File: src/rtl/bcd_pkg.sv
// BCD helper package shared by the BCD blocks.
// Provides the digit type, digit limits, and single-digit increment,
// decrement and clamp functions used to build ripple carry/borrow chains.
package bcd_pkg;

    typedef logic [3:0] bcd_digit_t;

    // Result of a single-digit step: new digit plus carry/borrow out.
    typedef struct packed {
        logic       carry;
        bcd_digit_t digit;
    } bcd_step_t;

    localparam bcd_digit_t BCD_MAX = 4'd9;
    localparam bcd_digit_t BCD_MIN = 4'd0;

    // Increment one digit when cin is set; 9 rolls to 0 with carry out.
    function automatic bcd_step_t bcd_inc(input bcd_digit_t digit, input logic cin);
        bcd_step_t res;
        res.carry = 1'b0;
        res.digit = digit;
        if (cin) begin
            if (digit >= BCD_MAX) begin
                res.carry = 1'b1;
                res.digit = BCD_MIN;
            end else begin
                res.digit = digit + 4'd1;
            end
        end else begin
            res.digit = digit;
        end
        return res;
    endfunction

    // Decrement one digit when bin is set; 0 rolls to 9 with borrow out.
    function automatic bcd_step_t bcd_dec(input bcd_digit_t digit, input logic bin);
        bcd_step_t res;
        res.carry = 1'b0;
        res.digit = digit;
        if (bin) begin
            if (digit == BCD_MIN) begin
                res.carry = 1'b1;
                res.digit = BCD_MAX;
            end else begin
                res.digit = digit - 4'd1;
            end
        end else begin
            res.digit = digit;
        end
        return res;
    endfunction

    // Force a possibly illegal nibble into the BCD range.
    function automatic bcd_digit_t bcd_clamp(input bcd_digit_t digit);
        bcd_digit_t res;
        if (digit > BCD_MAX) begin
            res = BCD_MAX;
        end else begin
            res = digit;
        end
        return res;
    endfunction

endpackage

File: src/rtl/bcd_counter_ndigit_tick_gen.sv
// Free-running prescaler producing a one-cycle strobe every PERIOD cycles.
// Ports:
//   clk      - system clock, rising edge
//   areset_n - asynchronous active-low reset
//   tick     - high while the phase register holds PERIOD-1
module tick_gen #(
    parameter int PERIOD = 50
) (
    input  logic clk,
    input  logic areset_n,
    output logic tick
);

    localparam int W = (PERIOD > 1) ? $clog2(PERIOD) : 1;
    localparam logic [W-1:0] LAST = W'(PERIOD - 1);

    logic [W-1:0] p_r;

    // Phase counter: 0 .. PERIOD-1, then back to 0.
    always_ff @(posedge clk or negedge areset_n) begin
        if (!areset_n) begin
            p_r <= '0;
        end else if (p_r == LAST) begin
            p_r <= '0;
        end else begin
            p_r <= p_r + W'(1);
        end
    end

    // Decoded straight from the register so the strobe is glitch-free;
    // with PERIOD=1 LAST is 0 and the strobe is constantly high.
    assign tick = (p_r == LAST);

endmodule

File: src/rtl/bcd_counter_ndigit.sv
// N-digit BCD up/down counter with prescaled step strobe, synchronous
// parallel load (illegal digits clamped to 9) and wrap/saturate mode.
// Ports:
//   clk, areset_n  - clock and asynchronous active-low reset
//   enable         - step enable, sampled on tick cycles
//   up             - 1 counts up, 0 counts down
//   sat            - 1 saturates at the limits, 0 wraps
//   load, load_val - parallel load strobe and value (digit k at [4k+3:4k])
//   count          - registered counter value
//   tick           - prescaler strobe
//   at_max/at_zero - all digits 9 / all digits 0
//   wrap           - one-cycle pulse after a wrapping step
module bcd_counter_ndigit
    import bcd_pkg::*;
#(
    parameter int DIGITS   = 3,
    parameter int PRESCALE = 50
) (
    input  logic                  clk,
    input  logic                  areset_n,
    input  logic                  enable,
    input  logic                  up,
    input  logic                  sat,
    input  logic                  load,
    input  logic [4*DIGITS-1:0]   load_val,
    output logic [4*DIGITS-1:0]   count,
    output logic                  tick,
    output logic                  at_max,
    output logic                  at_zero,
    output logic                  wrap
);

    localparam int CW = 4 * DIGITS;
    localparam logic [CW-1:0] ALL_NINES = {DIGITS{BCD_MAX}};

    logic [CW-1:0] count_r;
    logic [CW-1:0] next_count_s;
    logic [CW-1:0] inc_count_s;
    logic [CW-1:0] dec_count_s;
    logic [CW-1:0] load_clamped_s;
    logic [DIGITS:0] carry_s;
    logic [DIGITS:0] borrow_s;
    logic          wrap_r;
    logic          next_wrap_s;
    logic          tick_s;

    tick_gen #(
        .PERIOD (PRESCALE)
    ) u_tick_gen (
        .clk      (clk),
        .areset_n (areset_n),
        .tick     (tick_s)
    );

    // Digit 0 always receives the +1 / -1; the chain end flags a full-range
    // overflow (all 9s going up) or underflow (all 0s going down).
    assign carry_s[0]  = 1'b1;
    assign borrow_s[0] = 1'b1;

    generate
        for (genvar k = 0; k < DIGITS; k++) begin : g_digit
            bcd_step_t inc_s;
            bcd_step_t dec_s;

            assign inc_s = bcd_inc(count_r[4*k +: 4], carry_s[k]);
            assign dec_s = bcd_dec(count_r[4*k +: 4], borrow_s[k]);

            assign inc_count_s[4*k +: 4]    = inc_s.digit;
            assign dec_count_s[4*k +: 4]    = dec_s.digit;
            assign carry_s[k+1]             = inc_s.carry;
            assign borrow_s[k+1]            = dec_s.carry;
            assign load_clamped_s[4*k +: 4] = bcd_clamp(load_val[4*k +: 4]);
        end
    endgenerate

    // Next-state mux: load beats a step; a step at a limit either wraps
    // (pulsing wrap) or holds, depending on sat.
    always_comb begin
        next_count_s = count_r;
        next_wrap_s  = 1'b0;
        if (load) begin
            next_count_s = load_clamped_s;
        end else if (tick_s && enable) begin
            if (up) begin
                if (carry_s[DIGITS] && sat) begin
                    next_count_s = count_r;
                end else begin
                    next_count_s = inc_count_s;
                    next_wrap_s  = carry_s[DIGITS];
                end
            end else begin
                if (borrow_s[DIGITS] && sat) begin
                    next_count_s = count_r;
                end else begin
                    next_count_s = dec_count_s;
                    next_wrap_s  = borrow_s[DIGITS];
                end
            end
        end else begin
            next_count_s = count_r;
        end
    end

    // Counter value and wrap pulse registers.
    always_ff @(posedge clk or negedge areset_n) begin
        if (!areset_n) begin
            count_r <= '0;
            wrap_r  <= 1'b0;
        end else begin
            count_r <= next_count_s;
            wrap_r  <= next_wrap_s;
        end
    end

    assign count   = count_r;
    assign wrap    = wrap_r;
    assign tick    = tick_s;
    assign at_max  = (count_r == ALL_NINES);
    assign at_zero = (count_r == '0);

endmodule

File: config.mk
export PLATFORM = sky130hd
export DESIGN_NAME = bcd_counter_ndigit
export DESIGN_NICKNAME = d
export VERILOG_FILES = /design/src/rtl/bcd_pkg.sv /design/src/rtl/bcd_counter_ndigit_tick_gen.sv /design/src/rtl/bcd_counter_ndigit.sv
export SDC_FILE = /design/constraint.sdc
export NUM_CORES = 1
export LEC_CHECK = 0
export ABC_CLOCK_PERIOD_IN_PS = 6700
export BUFFER_PORTS_ARGS = -buffer_cell sky130_fd_sc_hd__buf_2
export CELL_PAD_IN_SITES_DETAIL_PLACEMENT = 1
export CELL_PAD_IN_SITES_GLOBAL_PLACEMENT = 1
export CORE_MARGIN = 4
export CORE_UTILIZATION = 43
export DETAILED_ROUTE_END_ITERATION = 10
export PLACE_DENSITY_LB_ADDON = 0.12
export SETUP_SLACK_MARGIN = 0.3
export SLEW_MARGIN = 5
export SYNTH_ARGS = -nofsm -noshare
export SYNTH_HDL_FRONTEND = slang
export SYNTH_SLANG_ARGS = --single-unit
File: constraint.sdc
create_clock -name clk -period 6.7 [get_ports clk]
set_input_delay 0.67 -clock clk [delete_from_list [all_inputs] [get_ports clk]]
set_output_delay 0.67 -clock clk [all_outputs]
set_load 0.05 [all_outputs]
==> metrics.csv <==
metric;value;unit
portBuffers;33;
drt_iter0_markers;97;
powerDensity;262;mW/mm²
route.vias.total;1563;
rows;21;
die_x;68.7;µm
rr_worst_depth;7;
post-route-period-util;43.3;%
fin_crit;2900;ps
yosysSeqAreaShare;30.0;%
grt_pass1_wl;7.62;mm
core-area;0.00344;mm²
cts_tree;built;
setup_viol;0;
min_path_type;in -> async;
routedWlPerCell;17.9;µm
h-tree-depth;1;
grt_max_degree;20;
synthFlopType;dfrtp_1;
end_kind;primary output;
track_usage;21.6;%
chipHeight;68.7;µm
fin_skew;7.36;ps
critPathRequiredTime;6030;ps
synth.distinct_cells;47;
wirelength;4.69;mm
synthArstFlopShare;100;%
syn_to_final_growth;15.7;%
path_class;reg -> out;
hpwl;3.56;mm
drv_cap;0;
clk_path_buf_depth;2;
avgSynthCellArea;8.56;µm²
cts_root_buffer;clkbuf_8;
die_area;0.00472;mm²
cts_buffers;3;
syn_nets;215;
insertion_delay;270;ps
synth_edf_count;0;
worstPathMaxFanout;9;
rsz0062_at_grt;false;
relSlewSlack;50.5;%
timing.rr.end;count[11]$_DFFE_PN0P_;
cts_hold_buf;0;
ys.warnings.count;0;
initial_utilization;46.0;%
syn_inst;185;
startpoint_type;register;
worstMarginPinSlew;733;ps
drive_gt1_share;19.0;%
ctsResizeCount;0;
status;complete, no violations;
antenna_cells;0;
fmax;345;MHz
clock-sinks;19;
nNetsFinal;247;
gp_congestion;0.927;
route.detailed.drc;0;
rrSetupSlack;3960;ps
synth_area;0.00158;mm²
final_antenna_net_count;0;
r2r_start;count[5]$_DFFE_PN0P_;
utilization;53.3;%
power_leakage;0.813;nW
fillers;436;
via_per_inst;5.97;
synth-seq-cells;19;
vdd_ir_drop_max;0.000102;V
slew_viol_final;0;
io_pins;34;
worstPathArrival;2230;ps
clk_pin_slew_worst_paths;90;ps
firstDrtPassIters;4;
hold_viol;0;
postCtsSetupBuffers;0;
finalSetupTns;0;ps
antenna_found_initial;0;
grt_pass1_vias;1626;
overflow;0;
==> cell type report <==
type / instances / area (µm²) / area share, %
clock buffers: 3 / 41.3 / 2.25
inverters: 12 / 45.0 / 2.46
clock inverters: 1 / 7.51 / 0.410
repair buffers: 33 / 165 / 9.01
multi-input cells: 148 / 1040 / 56.8
flip-flops and latches: 19 / 475 / 25.9
well taps: 46 / 57.6 / 3.14
==> report_power, final <==
group          total [W]  leakage, nW  internal (W)  switching, W
logic           0.000227        0.561     0.0000802      0.000147
registers       0.000165        0.231      0.000130     0.0000357
clock network  0.0000873       0.0217     0.0000421     0.0000452
==> layer usage <==
metal / vias up / global-route usage [%] / wire length (µm)
met5: - / 0 / 0
met4: 0 / 6.33 / 59
met3: 8 / 2.43 / 184
met2: 32 / 38.9 / 2390
met1: 781 / 27.0 / 2050
li1: 742 / - / -
==> cells in the mapped netlist (2+ instances only) <==
library cell / number / area share, %
nor3b_1: 2 / 0.95
nor4b_1: 2 / 1.1
nor2b_1: 7 / 2.8
and2_1: 3 / 1.2
a211o_1: 2 / 1.1
nor2_1: 19 / 4.5
nand3_1: 7 / 2.2
o21bai_1: 3 / 1.4
a21oi_1: 8 / 2.5
nand2b_1: 8 / 3.2
nor4_1: 2 / 0.79
nor3_1: 8 / 2.5
or3b_1: 2 / 1.1
nand2_1: 4 / 0.95
a221o_1: 2 / 1.3
and3_1: 3 / 1.2
o21ai_0: 11 / 3.5
a221oi_1: 6 / 3.3
mux2_4: 2 / 1.9
mux2i_1: 6 / 3.8
inv_1: 11 / 2.6
a211oi_1: 2 / 0.95
clkbuf_1: 6 / 1.4
nand3b_1: 2 / 0.95
o21a_1: 3 / 1.4
dfrtp_1: 19 / 30
ha_1: 12 / 9.5
xnor2_1: 4 / 2.2
==> state kept, by name, summed over array words and instances (netlist names) <==
signal          cells
count              12
u_tick_gen.p_r      6
wrap                1
==> per-stage QoR <==
step                power [W]  hold WS, ps  std cells  instance area (µm²)  setup WS [ps]
detailed placement   0.000394          503        258                 1780           4010
CTS                  0.000482          355        262                 1830           3790
floorplan            0.000328          374        185                 1580           3280
global route         0.000514          365        262                 1830           3640
global placement     0.000384          480        258                 1780           4170
finish               0.000480          342        262                 1830           3800
==> worst max-delay path, cell delays in order (launching register included) <==
cell	delay [ps]
dfrtp_1	490
inv_1	120
ha_1	250
nor3b_1	560
and3_1	280
buf_2	270
==> worst max-delay path by stage <==
stage	start	endpoint	depth (start not counted)
2_1_floorplan	count[7]$_DFFE_PN0P_	at_max	4
3_3_place_gp	up	count[11]$_DFFE_PN0P_	6
4_1_cts	count[0]$_DFFE_PN0P_	at_zero	5
3_5_place_dp	up	count[11]$_DFFE_PN0P_	6
5_1_grt	count[0]$_DFFE_PN0P_	at_zero	5
6_report	count[0]$_DFFE_PN0P_	at_zero	5
==> cells in the final DEF (no fill, tap or decap), types with 2 or more instances in the layout <==
cell | Yosys | layout
buf_2 | 0 | 33
nor2_1 | 19 | 19
dfrtp_1 | 19 | 19
ha_1 | 12 | 12
inv_1 | 11 | 11
o21ai_0 | 11 | 11
nand2b_1 | 8 | 8
nor3_1 | 8 | 8
a21oi_1 | 8 | 8
nand3_1 | 7 | 7
nor2b_1 | 7 | 7
mux2i_1 | 6 | 6
a221oi_1 | 6 | 6
xnor2_1 | 4 | 4
nand2_1 | 4 | 4
and3_1 | 3 | 3
and2_1 | 3 | 3
o21a_1 | 3 | 3
o21bai_1 | 3 | 3
clkbuf_8 | 0 | 3
nor3b_1 | 2 | 2
nor4b_1 | 2 | 2
or3b_1 | 2 | 2
nor4_1 | 2 | 2
nand3b_1 | 2 | 2
a211o_1 | 2 | 2
a211oi_1 | 2 | 2
mux2_4 | 2 | 2
a221o_1 | 2 | 2
==> cell families (layout without fill, tap and decap cells) <==
logic type	after synthesis	in the layout	share of synthesized area, %
simple gates	73	73	25.3
compound gates	49	49	21.8
flops	19	19	30.0
buf+inv	18	49	4.27
fa+ha+maj	12	12	9.48
mux	9	9	6.40
xor+xnor	5	5	2.76
(Power assumes the default switching activity.)
